**config.mk**
```make
export PLATFORM = sky130hd
export DESIGN_NAME = vga_sync_gen
export DESIGN_NICKNAME = d
export VERILOG_FILES = /design/src/rtl/vga_sync_gen.sv
export SDC_FILE = /design/constraint.sdc
export NUM_CORES = 1
export LEC_CHECK = 0
export BUFFER_PORTS_ARGS = -buffer_cell sky130_fd_sc_hd__buf_2
export CORE_MARGIN = 2
export CORE_UTILIZATION = 35
export CTS_BUF_LIST = sky130_fd_sc_hd__clkbuf_8
export CTS_CLUSTER_DIAMETER = 150
export DETAILED_ROUTE_END_ITERATION = 10
export GPL_ROUTABILITY_DRIVEN = 1
export GPL_TIMING_DRIVEN = 0
export PLACE_DENSITY = 0.58
export SLEW_MARGIN = 20
export SYNTH_ARGS = -nofsm -noshare
export SYNTH_HDL_FRONTEND = slang
export SYNTH_SLANG_ARGS = --single-unit
export TNS_END_PERCENT = 20
```
**constraint.sdc**
```tcl
create_clock -name clk_in -period 2.7 [get_ports clk_in]
set_input_delay 0.54 -clock clk_in [delete_from_list [all_inputs] [get_ports clk_in]]
set_output_delay 0.54 -clock clk_in [all_outputs]
set_load 0.03 [all_outputs]
```
**src/rtl/vga_sync_gen.sv**
```systemverilog
// vga_sync_gen: VGA timing generator.
//
// Walks a pixel counter (pixel_x) and a line counter (pixel_y) through one
// full frame (visible area, front porch, sync, back porch). The counters
// advance only on clock edges where pix_tick is high. hsync, vsync and
// video_on are registered and are decoded from the next counter values.
// As a result, they always describe the pixel_x/pixel_y pair visible in
// the same cycle.
//
// Optional feature: define VGA_FRAME_CNT_EN to add an 8-bit frame counter
// output (frame_cnt) that counts frame_start pulses and wraps 255 -> 0.
//
// Ports:
//   clk_in      - single clock, all state changes on rising edge
//   rst         - synchronous, active-high reset (priority over pix_tick)
//   pix_tick    - pixel-rate enable
//   hsync       - horizontal sync, active-low
//   vsync       - vertical sync, active-low
//   video_on    - high while (pixel_x, pixel_y) is inside the visible area
//   pixel_x     - horizontal count, 0 .. H_TOTAL-1
//   pixel_y     - vertical count, 0 .. V_TOTAL-1
//   frame_start - one-cycle pulse when the counters wrap back to (0,0)
//   frame_cnt   - (VGA_FRAME_CNT_EN only) frames completed, modulo 256

module vga_sync_gen #(
   parameter int unsigned H_VISIBLE = 640,
   parameter int unsigned H_FP      = 16,
   parameter int unsigned H_SYNC    = 96,
   parameter int unsigned H_BP      = 48,
   parameter int unsigned V_VISIBLE = 480,
   parameter int unsigned V_FP      = 10,
   parameter int unsigned V_SYNC    = 2,
   parameter int unsigned V_BP      = 33,
   localparam int unsigned H_TOTAL  = H_VISIBLE + H_FP + H_SYNC + H_BP,
   localparam int unsigned V_TOTAL  = V_VISIBLE + V_FP + V_SYNC + V_BP,
   localparam int unsigned HW       = $clog2(H_TOTAL),
   localparam int unsigned VW       = $clog2(V_TOTAL)
) (
   input  logic          clk_in,
   input  logic          rst,
   input  logic          pix_tick,
   output logic          hsync,
   output logic          vsync,
   output logic          video_on,
   output logic [HW-1:0] pixel_x,
   output logic [VW-1:0] pixel_y,
   output logic          frame_start
`ifdef VGA_FRAME_CNT_EN
   ,
   output logic [7:0]    frame_cnt
`endif
);

   // Timing boundaries, sized to the counter widths
   localparam logic [HW-1:0] H_LAST     = HW'(H_TOTAL - 1);
   localparam logic [VW-1:0] V_LAST     = VW'(V_TOTAL - 1);
   localparam logic [HW-1:0] H_VIS_END  = HW'(H_VISIBLE);
   localparam logic [VW-1:0] V_VIS_END  = VW'(V_VISIBLE);
   localparam logic [HW-1:0] HS_FIRST   = HW'(H_VISIBLE + H_FP);
   localparam logic [HW-1:0] HS_LAST    = HW'(H_VISIBLE + H_FP + H_SYNC - 1);
   localparam logic [VW-1:0] VS_FIRST   = VW'(V_VISIBLE + V_FP);
   localparam logic [VW-1:0] VS_LAST    = VW'(V_VISIBLE + V_FP + V_SYNC - 1);

   logic [HW-1:0] x_q, x_d;
   logic [VW-1:0] y_q, y_d;
   logic          hsync_q, hsync_d;
   logic          vsync_q, vsync_d;
   logic          video_on_q, video_on_d;
   logic          frame_start_q;
   logic          frame_wrap;

   // Counter next-state
   always_comb begin
      x_d        = x_q;
      y_d        = y_q;
      frame_wrap = 1'b0;
      if (pix_tick) begin
         if (x_q == H_LAST) begin
            x_d = '0;
            if (y_q == V_LAST) begin
               y_d        = '0;
               frame_wrap = 1'b1;
            end else begin
               y_d = y_q + 1'b1;
            end
         end else begin
            x_d = x_q + 1'b1;
         end
      end
   end

   // Decode from the next counter values so the registered syncs line up
   // with the registered counters in the same cycle.
   always_comb begin
      hsync_d    = ~((x_d >= HS_FIRST) && (x_d <= HS_LAST));
      vsync_d    = ~((y_d >= VS_FIRST) && (y_d <= VS_LAST));
      video_on_d = (x_d < H_VIS_END) && (y_d < V_VIS_END);
   end

   always_ff @(posedge clk_in) begin
      if (rst) begin
         x_q           <= '0;
         y_q           <= '0;
         hsync_q       <= 1'b1;
         vsync_q       <= 1'b1;
         video_on_q    <= 1'b1;
         frame_start_q <= 1'b0;
      end else begin
         x_q           <= x_d;
         y_q           <= y_d;
         hsync_q       <= hsync_d;
         vsync_q       <= vsync_d;
         video_on_q    <= video_on_d;
         // High only in the first cycle at (0,0); later idle cycles clear it
         frame_start_q <= frame_wrap;
      end
   end

`ifdef VGA_FRAME_CNT_EN
   logic [7:0] frame_cnt_q;

   always_ff @(posedge clk_in) begin
      if (rst) begin
         frame_cnt_q <= 8'd0;
      end else if (frame_wrap) begin
         frame_cnt_q <= frame_cnt_q + 8'd1;
      end
   end

   assign frame_cnt = frame_cnt_q;
`endif

   assign pixel_x     = x_q;
   assign pixel_y     = y_q;
   assign hsync       = hsync_q;
   assign vsync       = vsync_q;
   assign video_on    = video_on_q;
   assign frame_start = frame_start_q;

endmodule

```
==> results of run 1 <==
## kinds of logic after synthesis
group	Yosys count	share of synthesized area
XOR/XNOR	16	0.115
flip-flops	24	0.375
AND/OR/NAND/NOR	65	0.329
buffers and inverters	9	0.0400
adder cells (fa/ha/maj)	3	0.0293
AO/OA/AOI/OAI	22	0.111
## area by class of cell
type                       count  area (sq um)  area share
buffer                         7          43.8      0.0285
clock buffer                   3          41.3      0.0269
clock inverter                 1          30.0      0.0196
inverter                       2          7.51     0.00489
multi-input combinational    106           749       0.488
sequential                    24           480       0.313
tap                           46          57.6      0.0375
timing repair buffer          25           125      0.0815
## sequential cells by signal, indices dropped and copies added, names as in the netlist
| register | count |
|---|---|
| hsync | 1 |
| pixel_y | 10 |
| pixel_x | 10 |
| video_on | 1 |
| vsync | 1 |
| frame_start | 1 |
## power breakdown
part / internal, uW / switching (uW)
Clock: 198 / 111
Sequential: 356 / 2.45
Combinational: 7.04 / 15.3
Total: 561 / 128
## placed cells by master, fill, tap and decap left out, types with 3 or more instances in the layout
master / instances
buf_2: 27
dfxtp_1: 24
nor2_1: 19
nand2_1: 9
xor2_1: 9
nand3_1: 6
xnor2_1: 6
a21oi_1: 6
o21ai_0: 5
nand4_1: 4
nor3_1: 4
clkbuf_1: 3
and4_1: 3
nand2b_1: 3
and3_1: 3
a211oi_1: 3
ha_1: 3
clkbuf_8: 3
## per-layer routing
metal / vias up / wire, um / GRT usage
met5: - / 0 / 0
met4: 0 / 20 / 0.0559
met3: 2 / 112 / 0.0226
met2: 16 / 1350 / 0.250
met1: 514 / 1310 / 0.174
li1: 556 / - / -
## worst max-delay path, stage by stage (launching register included)
cell      delay (ns)
dfxtp_1         0.40
ha_1            0.25
nand4_2         0.17
nor4b_4         0.46
buf_6           0.22
nand3_2         0.09
xor2_1          0.28
nor4_4          0.07
a211oi_1        0.26
## final timing paths
check	from	to	cells past startpoint
max	pixel_x[0]	video_on	8
min	pixel_x[1]	pixel_x[1]	2
max reg2reg	pixel_x[0]	video_on	8
min reg2reg	pixel_x[1]	pixel_x[1]	2
## through the flow
step	area, sq um	worst slack (ns)	total power [uW]
final	1540	0.413	689
after global routing	1540	0.196	722
after CTS	1540	0.376	700
after detailed placement	1460	0.333	389
after global placement	1460	0.355	389
after floorplan	1280	0.491	382
==> run_results.csv, run 1 <==
group,metric,value,unit
floorplan,io_pins,27,
clock_network,insertion_delay,0.26,ns
setup_path,end_kind,"register",
power,peakVddDrop,0.213,mV
logic_synthesis,synthTopCellsByArea,"dfxtp_1 38%, xor2_1 6.2%, nor2_1 5.6%, xnor2_1 4.1%, ha_1 2.9%",
logic_synthesis,syn_avg_cell_area,9.22,sq um
setup_path,critPathLaunchType,"register",
min_path,hold_path.class,"reg2reg",
route,drt_first_pass_iters,4,
power,p_leak,0.000628,uW
grt,grt_pass1_wl,4.69,mm
cells_and_area,nNetsFinal,175,
clock_network,cts_tree,"done",
job,cap_violations,0,
clock_network,post_cts_buffers,0,
logic_synthesis,synth_cell_types,40,
route,routed-via-count,1088,
cells_and_area,final_util,0.449,
timing,fmaxAchievable,437,MHz
grt,grt_util_all_layers,0.142,
clock_network,root_buffer,"clkbuf_8",
cells_and_area,num-fill-cells,357,
logic_synthesis,synth_top_area_frac,0.375,
setup_path,rrSetupSlack,0.41,ns
placement,dp_cells,210,
timing,clock-skew-final,0.00361,ns
logic_synthesis,syn_nets,145,
floorplan,die_area,0.00416,sq mm
timing,worstMarginPinSlew,0.482,ns
logic_synthesis,synth.most_common_cell,"dfxtp_1",
timing,hold_viol_final,0,
timing,period_share,0.847,
placement,portBuffers,25,
logic_synthesis,synth-edff-count,0,
logic_synthesis,yosysTopAreaCell,"dfxtp_1",
floorplan,num_rows,21,
floorplan,initial_core_util,0.375,
setup_path,critPathMaxFanout,10,
clock_network,ctsResizeCount,0,
floorplan,die_h,64.5,um
logic_synthesis,seq_area_frac_synth,0.375,
grt,grt_pass1_vias,1052,
timing,holdWs,0.508,ns
floorplan,coreArea,0.00342,sq mm
cells_and_area,final_cells,214,
grt,grt_antenna_before_repair,0,
route,via_per_inst,5.08,
logic_synthesis,async_reset_ff_frac,0,
route,drt_iter0_drc,47,
timing,rsz0062_at_grt,"false",
setup_path,path_class,"reg2reg",
outcome,status,"finished, final reports clean",
route,drt-total-wl,2.79,mm
clock_network,cts.sinks,24,
clock_network,cts_inserted_buffers,3,
logic_synthesis,syn_area,0.00128,sq mm
placement,gp_congestion,0.819,
grt,grt_max_degree,15,
timing,setup_viol,0,
floorplan,die_w,64.5,um
route,wl_per_cell,13.1,um
placement,dp_hpwl,2.15,mm
logic_synthesis,ys_warn_count,0,
logic_synthesis,syn_inst,139,
logic_synthesis,ys_top_cells_by_count,"24 x dfxtp_1, 19 x nor2_1, 9 x nand2_1, 9 x xor2_1",
clock_network,h-tree-depth,1,
setup_path,arrival,2.46,ns
clock_network,clock_path_buffers,2,
timing,setup_tns,0,ns
timing,min_period,2.29,ns
cells_and_area,drive_gt1_frac,0.250,
timing,relSlewSlack,0.678,
logic_synthesis,ys_ff_latch,24,
cells_and_area,antenna_cells,0,
power,powerDensity,449,mW/mm^2
route,ant_nets,0,
grt,gr-total-overflow,0,
timing,slew_viol_final,0,
setup_path,worst_ep_required_time,2.87,ns
route,drcViolationCount,0,
logic_synthesis,synth_ff_type,"dfxtp_1",
clock_network,cts_hold_buffers,0,
cells_and_area,area_growth,19.8,%
clock_network,clkTransAtPathRegs,0.08,ns
No activity file was read; power rests on OpenSTA's default activity.
==> inputs of run 2 (changes only) <==
==> constraint.sdc (replaced) <==
create_clock -name clk_in -period 2.3 [get_ports clk_in]
set_input_delay 0.46 -clock clk_in [delete_from_list [all_inputs] [get_ports clk_in]]
set_output_delay 0.46 -clock clk_in [all_outputs]
set_load 0.03 [all_outputs]
==> run_results.csv, run 2 (synthesis results as in run 1) <==
group,metric,value,unit
setup_path,crit_path_end,"vsync",
grt,grtUsageMet1,0.174,
timing,rsz0062_at_grt,"false",
route,drcViolationCount,0,
clock_network,root_buffer,"clkbuf_8",
power,p_leak,0.000638,uW
clock_network,h-tree-depth,1,
placement,portBuffers,25,
route,wl_per_cell,13.1,um
cells_and_area,num-fill-cells,355,
grt,use_met2,0.250,
clock_network,cts_hold_buffers,0,
placement,dp_hpwl,2.15,mm
clock_network,cts_inserted_buffers,3,
grt,grt_antenna_before_repair,0,
timing,setup_viol,0,
power,peakVddDrop,0.250,mV
setup_path,crit_cells,8,
route,via_per_inst,5.08,
setup_path,cp_num_buf_inv,1,
setup_path,worstPathCellList,"ha_2, nand4_2, nor4b_4, buf_4, nand4_1, xor2_2, nor4_4, o2111ai_1",
setup_path,rrSetupSlack,0.16,ns
setup_path,worst_ep_required_time,2.43,ns
cells_and_area,nNetsFinal,177,
timing,relSlewSlack,0.684,
route,drt_iter0_drc,53,
floorplan,coreArea,0.00342,sq mm
grt,busiest_layer,"met2",
cells_and_area,drive_gt1_frac,0.282,
placement,gp_congestion,0.819,
setup_path,r2r_cells,8,
grt,grt_max_degree,15,
grt,met3_usage,0.0226,
grt,grt_util_all_layers,0.142,
timing,period_share,0.933,
min_path,hold_path.class,"in2reg",
floorplan,initial_core_util,0.375,
power,powerDensity,519,mW/mm^2
timing,setup_tns,0,ns
route,drt_first_pass_iters,4,
grt,grt_pass1_vias,1052,
setup_path,critPathLaunchType,"register",
cells_and_area,layout_commonest_cell,"buf_2",
grt,grt_pass1_wl,4.69,mm
setup_path,startpoint,"pixel_x[0]",
floorplan,die_area,0.00416,sq mm
cells_and_area,final_cell_mix,"27 x buf_2, 22 x dfxtp_1, 19 x nor2_1",
grt,gr-total-overflow,0,
cells_and_area,antenna_cells,0,
clock_network,clkTransAtPathRegs,0.08,ns
floorplan,num_rows,21,
setup_path,slowest_stage,"dfxtp_2",
floorplan,io_pins,27,
clock_network,insertion_delay,0.26,ns
timing,hold_viol_final,0,
timing,worstMarginPinSlew,0.474,ns
setup_path,slowest_delay,0.37,ns
cells_and_area,area_growth,22.0,%
setup_path,critPathMaxFanout,5,
clock_network,cts.sinks,24,
floorplan,die_w,64.5,um
setup_path,rr_endpoint,"vsync",
clock_network,cts_tree,"done",
setup_path,end_kind,"register",
setup_path,crit_family,"simple AND/OR/NAND/NOR gates",
setup_path,arrival,2.28,ns
clock_network,clock_path_buffers,2,
timing,min_period,2.14,ns
job,cap_violations,0,
route,ant_nets,0,
route,routed-via-count,1098,
timing,clock-skew-final,0.00151,ns
setup_path,path_class,"reg2reg",
route,drt-total-wl,2.83,mm
outcome,status,"finished, final reports clean",
setup_path,r2r_start,"pixel_x[0]",
cells_and_area,final_area,0.00156,sq mm
timing,fmaxAchievable,466,MHz
timing,slew_viol_final,0,
floorplan,die_h,64.5,um
placement,placed_area,0.00146,sq mm
[run 2: layer usage]
metal,vias to the layer above,part of all wire
met4,0,0.0071
met2,18,0.48
met1,522,0.47
met5,-,0
met3,2,0.040
li1,556,-
[run 2: worst min path at each step]
stage	endpoint	startpoint	depth (start not counted)
2_1_floorplan	pixel_x[5]	rst	1
3_3_place_gp	pixel_x[1]	pixel_x[1]	2
3_5_place_dp	pixel_x[1]	pixel_x[1]	2
4_1_cts	pixel_x[5]	rst	2
5_1_grt	pixel_x[5]	rst	2
6_report	pixel_x[5]	rst	2
[run 2: layout make-up]
| cell class | count | area (sq um) | area share |
|---|---|---|---|
| repair buffers | 27 | 140 | 0.0897 |
| flip-flops and latches | 24 | 483 | 0.309 |
| well taps | 46 | 57.6 | 0.0368 |
| plain buffers | 7 | 43.8 | 0.0280 |
| multi-input cells | 106 | 759 | 0.486 |
| inverters | 2 | 7.51 | 0.00480 |
| clock inverters | 1 | 30.0 | 0.0192 |
| clock buffers | 3 | 41.3 | 0.0264 |
[run 2: where the power goes]
| part | switching [uW] | total, uW | internal (uW) |
|---|---|---|---|
| Clock | 131 | 363 | 232 |
| Sequential | 2.97 | 421 | 418 |
| Combinational | 17.9 | 26.4 | 8.50 |
[run 2: timing repair]
item / CTS / global route
endpoints found under the setup margin: 1 / 2
pin swaps: 1 / 1
setup buffers: 0 / 2
resized for setup: 0 / 4
[run 2: metrics by stage]
step / total power, uW / utilization / worst slack [ns] / std cells / hold WS (ns)
floorplan: 449 / - / 0.0905 / 139 / 0.537
global placement: 457 / 0.429 / 0.0352 / 210 / 0.484
detailed placement: 457 / 0.429 / 0.000139 / 210 / 0.498
CTS: 822 / 0.449 / 0.0174 / 214 / 0.433
global route: 848 / 0.458 / 0.0147 / 216 / 0.434
finish: 811 / 0.458 / 0.155 / 216 / 0.431
